==> config.mk <==
export PLATFORM = sky130hd
export DESIGN_NAME = writeback_arbiter
export DESIGN_NICKNAME = d
export VERILOG_FILES = /design/src/rtl/wb_pkg.sv /design/src/rtl/wb_slot.sv /design/src/rtl/writeback_arbiter.sv
export SDC_FILE = /design/constraint.sdc
export NUM_CORES = 1
export LEC_CHECK = 0
export ABC_AREA = 1
export CAP_MARGIN = 20
export CORE_UTILIZATION = 40
export DETAILED_ROUTE_END_ITERATION = 10
export PLACE_DENSITY = 0.72
export SYNTH_ARGS = -nofsm -noshare
export SYNTH_HDL_FRONTEND = slang
export SYNTH_SLANG_ARGS = --single-unit
==> constraint.sdc <==
create_clock -name Clk -period 2 [get_ports Clk]
set_clock_uncertainty 0.1 [all_clocks]
set_input_delay 0.4 -clock Clk [delete_from_list [all_inputs] [get_ports Clk]]
set_output_delay 0.4 -clock Clk [all_outputs]
set_load 0.005 [all_outputs]
==> src/rtl/wb_pkg.sv <==
// Shared definitions for the writeback arbiter: widths, source select and the
// hard-wired zero register index.
package wb_pkg;

   localparam int DATA_W = 32;
   localparam int ADDR_W = 5;

   typedef enum logic {
      SRC_ALU = 1'b0,
      SRC_MEM = 1'b1
   } src_e;

   localparam logic [ADDR_W-1:0] ZERO_REG = '0;

endpackage

==> src/rtl/wb_slot.sv <==
// One-entry request slot. It has a valid/ready handshake, drops writes to the
// zero register, and empties when the arbiter grants it.
module wb_slot
   import wb_pkg::*;
#(
   parameter int DATA_W = wb_pkg::DATA_W,
   parameter int ADDR_W = wb_pkg::ADDR_W
) (
   input  logic              Clk,
   input  logic              Reset,
   input  logic              Valid,
   input  logic [ADDR_W-1:0] Reg,
   input  logic [DATA_W-1:0] Data,
   input  logic              Grant,
   output logic              Ready,
   output logic              Pending,
   output logic              Load,
   output logic [ADDR_W-1:0] SlotReg,
   output logic [DATA_W-1:0] SlotData
);

   logic              pending_q, pending_d;
   logic [ADDR_W-1:0] reg_q;
   logic [DATA_W-1:0] data_q;

   // Ready depends only on slot state and reset, never on Valid.
   assign Ready    = ~pending_q & ~Reset;
   assign Load     = Valid & Ready & (Reg != ADDR_W'(ZERO_REG));
   assign Pending  = pending_q;
   assign SlotReg  = reg_q;
   assign SlotData = data_q;

   always_comb begin
      pending_d = pending_q;
      if (Grant) pending_d = 1'b0;
      if (Load)  pending_d = 1'b1;
   end

   always_ff @(posedge Clk or posedge Reset) begin
      if (Reset) pending_q <= 1'b0;
      else       pending_q <= pending_d;
   end

   always_ff @(posedge Clk) begin
      if (Load) begin
         reg_q  <= Reg;
         data_q <= Data;
      end
   end

endmodule

==> src/rtl/writeback_arbiter.sv <==
// Writeback arbiter: two request slots (ALU, memory) drained oldest-first onto
// the single regfile write port, with read bypass for decode.
module writeback_arbiter
   import wb_pkg::*;
#(
   parameter int DATA_W = wb_pkg::DATA_W,
   parameter int ADDR_W = wb_pkg::ADDR_W
) (
   input  logic              Clk,
   input  logic              Reset,
   input  logic              AluValid,
   output logic              AluReady,
   input  logic [ADDR_W-1:0] AluReg,
   input  logic [DATA_W-1:0] AluData,
   input  logic              MemValid,
   output logic              MemReady,
   input  logic [ADDR_W-1:0] MemReg,
   input  logic [DATA_W-1:0] MemData,
   output logic [ADDR_W-1:0] WriteRegister,
   output logic [DATA_W-1:0] WriteData,
   output logic              RegWrite,
   input  logic [ADDR_W-1:0] ReadRegister1,
   input  logic [ADDR_W-1:0] ReadRegister2,
   input  logic [DATA_W-1:0] ReadData1,
   input  logic [DATA_W-1:0] ReadData2,
   output logic [DATA_W-1:0] FwdData1,
   output logic [DATA_W-1:0] FwdData2,
   output logic              Busy
);

   logic              alu_pend, mem_pend, alu_load, mem_load, alu_grant, mem_grant;
   logic [ADDR_W-1:0] alu_reg, mem_reg;
   logic [DATA_W-1:0] alu_data, mem_data;

   logic              mem_older_q, mem_older_d;
   logic              reg_write_q, reg_write_d;
   logic [ADDR_W-1:0] wr_reg_q, wr_reg_d;
   logic [DATA_W-1:0] wr_data_q, wr_data_d;
   src_e              grant_src;

   logic              young_pend, old_pend;
   logic [ADDR_W-1:0] young_reg, old_reg;
   logic [DATA_W-1:0] young_data, old_data;

   wb_slot #(.DATA_W(DATA_W), .ADDR_W(ADDR_W)) u_alu_slot (
      .Clk(Clk), .Reset(Reset), .Valid(AluValid), .Reg(AluReg), .Data(AluData),
      .Grant(alu_grant), .Ready(AluReady), .Pending(alu_pend), .Load(alu_load),
      .SlotReg(alu_reg), .SlotData(alu_data)
   );

   wb_slot #(.DATA_W(DATA_W), .ADDR_W(ADDR_W)) u_mem_slot (
      .Clk(Clk), .Reset(Reset), .Valid(MemValid), .Reg(MemReg), .Data(MemData),
      .Grant(mem_grant), .Ready(MemReady), .Pending(mem_pend), .Load(mem_load),
      .SlotReg(mem_reg), .SlotData(mem_data)
   );

   always_comb begin
      grant_src = SRC_ALU;
      if (mem_pend & (~alu_pend | mem_older_q)) grant_src = SRC_MEM;
   end

   assign alu_grant = alu_pend & (grant_src == SRC_ALU);
   assign mem_grant = mem_pend & (grant_src == SRC_MEM);

   // A newly loaded slot is younger than a slot that survives this edge; a
   // same-edge double load counts Mem as older so Alu lands last.
   always_comb begin
      mem_older_d = mem_older_q;
      if (alu_load & mem_load) mem_older_d = 1'b1;
      else if (alu_load)       mem_older_d = mem_pend & ~mem_grant;
      else if (mem_load)       mem_older_d = ~(alu_pend & ~alu_grant);
   end

   always_comb begin
      reg_write_d = alu_pend | mem_pend;
      wr_reg_d    = wr_reg_q;
      wr_data_d   = wr_data_q;
      if (mem_grant) begin
         wr_reg_d  = mem_reg;
         wr_data_d = mem_data;
      end else if (alu_grant) begin
         wr_reg_d  = alu_reg;
         wr_data_d = alu_data;
      end
   end

   always_ff @(posedge Clk or posedge Reset) begin
      if (Reset) begin
         mem_older_q <= 1'b0;
         reg_write_q <= 1'b0;
         wr_reg_q    <= '0;
         wr_data_q   <= '0;
      end else begin
         mem_older_q <= mem_older_d;
         reg_write_q <= reg_write_d;
         wr_reg_q    <= wr_reg_d;
         wr_data_q   <= wr_data_d;
      end
   end

   assign WriteRegister = wr_reg_q;
   assign WriteData     = wr_data_q;
   assign RegWrite      = reg_write_q;
   assign Busy          = alu_pend | mem_pend | reg_write_q;

   always_comb begin
      if (mem_older_q) begin
         young_pend = alu_pend; young_reg = alu_reg; young_data = alu_data;
         old_pend   = mem_pend; old_reg   = mem_reg; old_data   = mem_data;
      end else begin
         young_pend = mem_pend; young_reg = mem_reg; young_data = mem_data;
         old_pend   = alu_pend; old_reg   = alu_reg; old_data   = alu_data;
      end
   end

   // Newest pending value wins, then the one about to commit, then the regfile.
   function automatic logic [DATA_W-1:0] fwd_sel(
      input logic [ADDR_W-1:0] rr,
      input logic [DATA_W-1:0] rd
   );
      logic [DATA_W-1:0] res;
      res = rd;
      if (rr != ADDR_W'(ZERO_REG)) begin
         if (young_pend && young_reg == rr)          res = young_data;
         else if (old_pend && old_reg == rr)         res = old_data;
         else if (reg_write_q && wr_reg_q == rr)     res = wr_data_q;
      end
      return res;
   endfunction

   always_comb begin
      FwdData1 = fwd_sel(ReadRegister1, ReadData1);
      FwdData2 = fwd_sel(ReadRegister2, ReadData2);
   end

endmodule

; ---- Word-level counts from Yosys, hierarchy flattened
; Index checks and enable logic that the tools add are counted.
; W data, S select, Z words.
[classes]
reduce_logical = 14
eq_ne = 6
bitwise_logic = 22
muxes = 26
[op_table]
columns = cell, n
row1 = $mux W32, 12
row2 = $eq A5 B5 Y1, 6
row3 = $mux W5, 4
row4 = $reduce_bool A5 Y1, 4
row5 = $and A1 B1 Y1, 12
row6 = $mux W1, 10
row7 = $not A1 Y1, 7
row8 = $logic_and A1 B1 Y1, 6
row9 = $reduce_bool A2 Y1, 3
row10 = $or A1 B1 Y1, 3
row11 = $reduce_bool A3 Y1, 1
[word_totals]
output_inout_bits = 105
word_cells = 78
register_bits = 115
inputBits = 152

; ---- Longest topological paths before layout
[logic_depth]
depth_word = 12
depth_mapped = 13
mapped_depth_nobuf = 12

; ---- Hierarchy
; From an unflattened synthesis, not the netlist that was laid out.
[hier_totals]
cells_unflattened = 1469
hier_area_um2 = 9215.1
[by_module_without_submodules]
columns = mod, area_each_um2, cells_each, seq_area_each_um2, instances
row1 = writeback_arbiter, 6832.8, 1369, 975.9, 1
row2 = wb_slot, 1191.1, 50, 1136.1, 2

; ---- Least setup slack after synthesis
; No wires, ideal clock.
[synth_path]
path_type = register to output
from = register mem_older_q
to = output port FwdData2[26]
path_slack_ps = -52
path_stages_with_launch = 12
path_buffers = 2
arrival_ps = 1552
t_required_ps = 1500
cell_sequence = dfrtp_1 -> buf_4 -> nand2_1 -> nand2_1 -> nand2_1 -> nand2_1 -> nor2_1 -> nand3_4 -> buf_6 -> nor2_1 -> nor2_1 -> a21oi_1
[synth_between]
elab_chain_len = 6
elab_cells_between_ends = 13
classes_between = 2 x eq/ne / 9 x mux / 2 x reduce/logical
[synth_lines]
columns = element, line_no
row1 = start: declaration, writeback_arbiter.sv:35  ; logic mem_older_q, mem_older_d;
row2 = start signal: assignment, writeback_arbiter.sv:94  ; mem_older_q <= mem_older_d;
row3 = $mux W5, writeback_arbiter.sv:107  ; if (mem_older_q) begin
row4 = $eq A5 B5 Y1, writeback_arbiter.sv:125  ; else if (old_pend && old_reg == rr) res = old_data;
row5 = $logic_and A1 B1 Y1, writeback_arbiter.sv:125
row6 = $mux W32, writeback_arbiter.sv:125
row7 = $mux W32 *, writeback_arbiter.sv:124  ; if (young_pend && young_reg == rr) res = young_data;
row8 = $mux W32 *, writeback_arbiter.sv:123  ; if (rr != ADDR_W'(ZERO_REG)) begin
row9 = end: declaration, writeback_arbiter.sv:27  ; output logic [DATA_W-1:0] FwdData2,
; Mark *: on every way between the ends. The rest lies on a longest branch, timed or not.

; ---- Final worst setup path
[layout_path]
from = register mem_older_q
to = output port FwdData2[18]
; Same word-level chain as after synthesis.

==> results <==
- The run finished, with violations left.
- The checks that failed: setup timing.
- The total detailed-routing wirelength is 41600 µm.
- In the global route stage, met1 resource usage came out at 43.7%.
- The number of DRC violations after detailed routing is 0.
- The wire length of the first global-routing pass is 58600 µm.
- The clock tree synthesis step divided the H-tree into 4 levels.
- The final hold violation count was 0.
- Across the VDD grid, the largest voltage drop is 752 µV.
- After the first detailed-routing iteration, the DRC count stood at 1554.
- The initial antenna violation count was 1.
- For the pin with the worst max-slew slack, the measured transition is 595 ps.
- The total via count in the routed design is 11976.
- The post-route netlist has 28.0% of its cells at a drive strength greater than 1.
- The final max-slew violation count is 0.
- The netlist uses 26 different library cells.
- TritonCTS built the clock tree.
- The number of nets in the layout is 2010.
- Buffers inserted during clock tree synthesis total 17.
- The global route total overflow is 0.
- The start-to-end type of the worst setup path is flop to output port.
- The die area is 0.0230 mm².
- The standard-cell row count is 54.
- The cell count after placement is 2060.
- The synthesis-to-layout area growth is 68.2%.
- In the final layout, the multi-input gates occupy 0.00571 mm².
- The synthesized instance count is 1448.
- The sequential cell area fraction in the yosys report is 36.2%.
- The placer's final routability congestion estimate is 0.950.
- The via count of the first global-routing pass is 10885.
- After detailed routing, the average wire length per cell comes to 19.3 µm.
- The clock latency on the worst-skew pair is 420 ps.
- The post-synthesis cell type with the largest combined area is sky130_fd_sc_hd__edfxtp_1.
- Setup repair after global routing could not meet its margin everywhere.
- Setup slack on the critical path of the routed design comes to -1060 ps.
- After detailed routing, the number of vias per cell comes to 5.57.
- After filler insertion, the fill cell instance count of the layout stands at 1809.
- The layer carrying the most global-route usage is met2.
- The Yosys step of the flow raised 0 warnings.
- The total area inside the core boundary comes to 0.0219 mm².
- Summed over all nets, the half-perimeter wirelength after detailed placement is 26900 µm.
- The critical-path maximum fanout is 8.
- The startpoint type of the worst setup path is a flop.
- Buffers inserted to repair hold after CTS numbered 0.
- Entering global routing, the biggest net connects 85 pins.
- The category of the worst setup path capture point is an output port.
- Setup total negative slack on the finished layout was measured at -63580 ps.
- For the worst setup path, the data arrival time is 2560 ps.
- The number of routed nets with antenna violations is 0.
- In this run the cell area of the synthesized design comes to 0.00896 mm².
- The met3 track demand over resource is 5.78%.
- The tree is rooted in a sky130_fd_sc_hd__clkbuf_16.
- The number of buffer cells added on primary ports is 256.
- The top cell type by area accounts for 24.8% of the synthesized area.
- The worst max-slew margin expressed relative to the limit is 59.9%.
- For the worst setup path, the data required time is 1500 ps.
- The achievable frequency is 0.326 GHz.
- The worst min-delay path class is primary input to flop.
- Dividing the final minimum period by the clock period gives 153%.
- Once the floorplan was initialized, standard cells occupied 40.9% of the core.
- The number of ports placed on the die boundary is 257.
- The worst setup timing slack at the placement stage is -1250 ps.
- The total of endpoints with negative setup slack in the final report is 66.
- The combined flip-flop and latch cell area is 0.00326 mm².
- Global routing consumed, over all layers together, 33.6% of the routing resources.
- The die is 152 µm tall.
- The detailed-routing iteration count for the pre-antenna-repair pass is 6.
- Yosys attributes the largest share of cell area to sky130_fd_sc_hd__edfxtp_1 25%, sky130_fd_sc_hd__nand2_1 22%, sky130_fd_sc_hd__dfrtp_1 11%.
- Leaving out filler cells and counting taps, the final layout contains 2152.
- The number of clock sinks is 115.
- The met2 usage is 54.1%.
- The synthesized netlist net count is 1600.
- Clock-pin slew was measured on the worst setup and hold paths at 60 ps.
- In this run the mean area of a mapped cell was 6.19 µm².
- For this design the ratio of total power to cell area is 1110 mW/mm².
- Across the run, the number of max-cap violations was 0.
- Summed over all cells, the static leakage comes to 7.23 nW.
- Counting I/O delays and the setup requirement, the final critical path takes 3060 ps.
- Counting along the longest clock path gives a buffer depth of 2.
- After synthesis the netlist holds a flip-flop and latch count of 115.
- The die is 152 µm wide.
power by group:
group | total [W] | leakage, nW | switching, W | internal, W
combinational | 0.00936 | 5.74 | 0.00512 | 0.00424
sequential | 0.00380 | 1.16 | 0.000651 | 0.00315
clock | 0.00361 | 0.327 | 0.00121 | 0.00240
cell usage after synthesis:
cell,n
sky130_fd_sc_hd__nand2_2,2
sky130_fd_sc_hd__nor2_2,5
sky130_fd_sc_hd__buf_6,7
sky130_fd_sc_hd__o21ai_1,8
sky130_fd_sc_hd__buf_4,12
sky130_fd_sc_hd__o21ai_0,95
sky130_fd_sc_hd__edfxtp_1,74
sky130_fd_sc_hd__nand4_1,2
sky130_fd_sc_hd__o211ai_1,3
sky130_fd_sc_hd__nor2_1,240
sky130_fd_sc_hd__nand3_1,167
sky130_fd_sc_hd__nand2_1,531
sky130_fd_sc_hd__nor2_4,3
sky130_fd_sc_hd__o22ai_1,5
sky130_fd_sc_hd__buf_1,5
sky130_fd_sc_hd__o221ai_1,4
sky130_fd_sc_hd__dfrtp_1,41
sky130_fd_sc_hd__nand3_2,1
sky130_fd_sc_hd__nand3_4,2
sky130_fd_sc_hd__inv_2,3
sky130_fd_sc_hd__clkbuf_1,37
sky130_fd_sc_hd__and2_1,1
sky130_fd_sc_hd__inv_1,81
sky130_fd_sc_hd__buf_2,29
sky130_fd_sc_hd__a21oi_1,88
sky130_fd_sc_hd__nor3_1,2
state kept, by name, summed over array words and instances (netlist names), 5 cells and up:
register	cells
u_alu_slot.SlotData	32
WriteRegister	5
u_mem_slot.SlotReg	5
WriteData	32
u_alu_slot.SlotReg	5
u_mem_slot.SlotData	32
through the flow:
stage	cell area, µm²	util (%)	hold slack (ps)	total power, W
after floorplan	9010	-	390	0.00722
after global placement	13100	60.0	406	0.0117
after detailed placement	13100	60.0	426	0.0118
after CTS	14000	64.1	411	0.0156
after global routing	15100	68.8	428	0.0175
final	15100	68.8	425	0.0168
cells in the final DEF (no fill, tap or decap), types with 53 or more instances in the layout:
cell / instances
sky130_fd_sc_hd__nand3_1: 144
sky130_fd_sc_hd__a21oi_2: 53
sky130_fd_sc_hd__nand2_2: 54
sky130_fd_sc_hd__buf_4: 149
sky130_fd_sc_hd__clkdlybuf4s50_1: 185
sky130_fd_sc_hd__o21ai_0: 92
sky130_fd_sc_hd__nor2_1: 212
sky130_fd_sc_hd__nand2_1: 461
sky130_fd_sc_hd__edfxtp_1: 74
sky130_fd_sc_hd__inv_1: 73
sky130_fd_sc_hd__buf_2: 55
timing repair:
action                     CTS  global route
pin swaps                   24            85
gates cloned                 2             8
setup endpoints to repair   69            85
resized for setup          257           249
setup buffers               11            45
critical path: stages, from the launching register on:
cell                      delay, ps
sky130_fd_sc_hd__dfrtp_4        490
sky130_fd_sc_hd__buf_12         170
sky130_fd_sc_hd__nand2_2         70
sky130_fd_sc_hd__buf_4          140
sky130_fd_sc_hd__nand3_1         80
sky130_fd_sc_hd__nand2_1         70
sky130_fd_sc_hd__nor2_2         140
sky130_fd_sc_hd__nand3_4        110
sky130_fd_sc_hd__buf_12         150
sky130_fd_sc_hd__buf_8          120
sky130_fd_sc_hd__buf_6          110
sky130_fd_sc_hd__nor2_4          70
sky130_fd_sc_hd__nor2_1          60
sky130_fd_sc_hd__a21oi_1        170
sky130_fd_sc_hd__buf_2          180
cells by family (layout without fill, tap and decap cells):
| kind of cell | after synthesis | in the layout | share of synthesized area [%] |
|---|---|---|---|
| AND/OR/NAND/NOR | 956 | 956 | 43.3 |
| buffers and inverters | 174 | 597 | 8.78 |
| AO/OA/AOI/OAI | 203 | 203 | 11.7 |
| flip-flops | 115 | 115 | 36.2 |
| other | 0 | 1 | 0 |
worst paths after layout:
path                                                  start                           endpoint  slack [ps]  depth (start not counted)
hold reg to reg            u_alu_slot.SlotData[5]$_DFFE_PP_           WriteData[5]$_DFFE_PP0P_         460                          2
max in group asynchronous                             Reset          WriteData[21]$_DFFE_PP0P_        1110                          4
min in group asynchronous                             Reset       WriteRegister[2]$_DFFE_PP0P_         430                          4
setup reg to reg             u_alu_slot.Pending$_DFFE_PP0P_       WriteRegister[4]$_DFFE_PP0P_         -10                          8
hold / removal                                  MemData[22]  u_mem_slot.SlotData[22]$_DFFE_PP_         420                          1
setup / recovery                    mem_older_q$_DFFE_PP0P_                       FwdData2[18]       -1060                         14
layer usage:
metal,routed length (µm),up-vias
li1,-,5500
met2,19100,880
met5,0,-
met4,1910,0
met1,15800,5424
met3,4820,172
final cells by class:
class                      instances  area share (%)
clock inverter                    13            1.53
antenna                            1          0.0166
inverter                          84            2.14
tap                              280            2.32
timing repair buffer             481            31.5
sequential                       115            21.6
multi-input combinational       1159            37.9
clock buffer                      19            3.01
No activity file was read; power rests on OpenSTA's default activity.
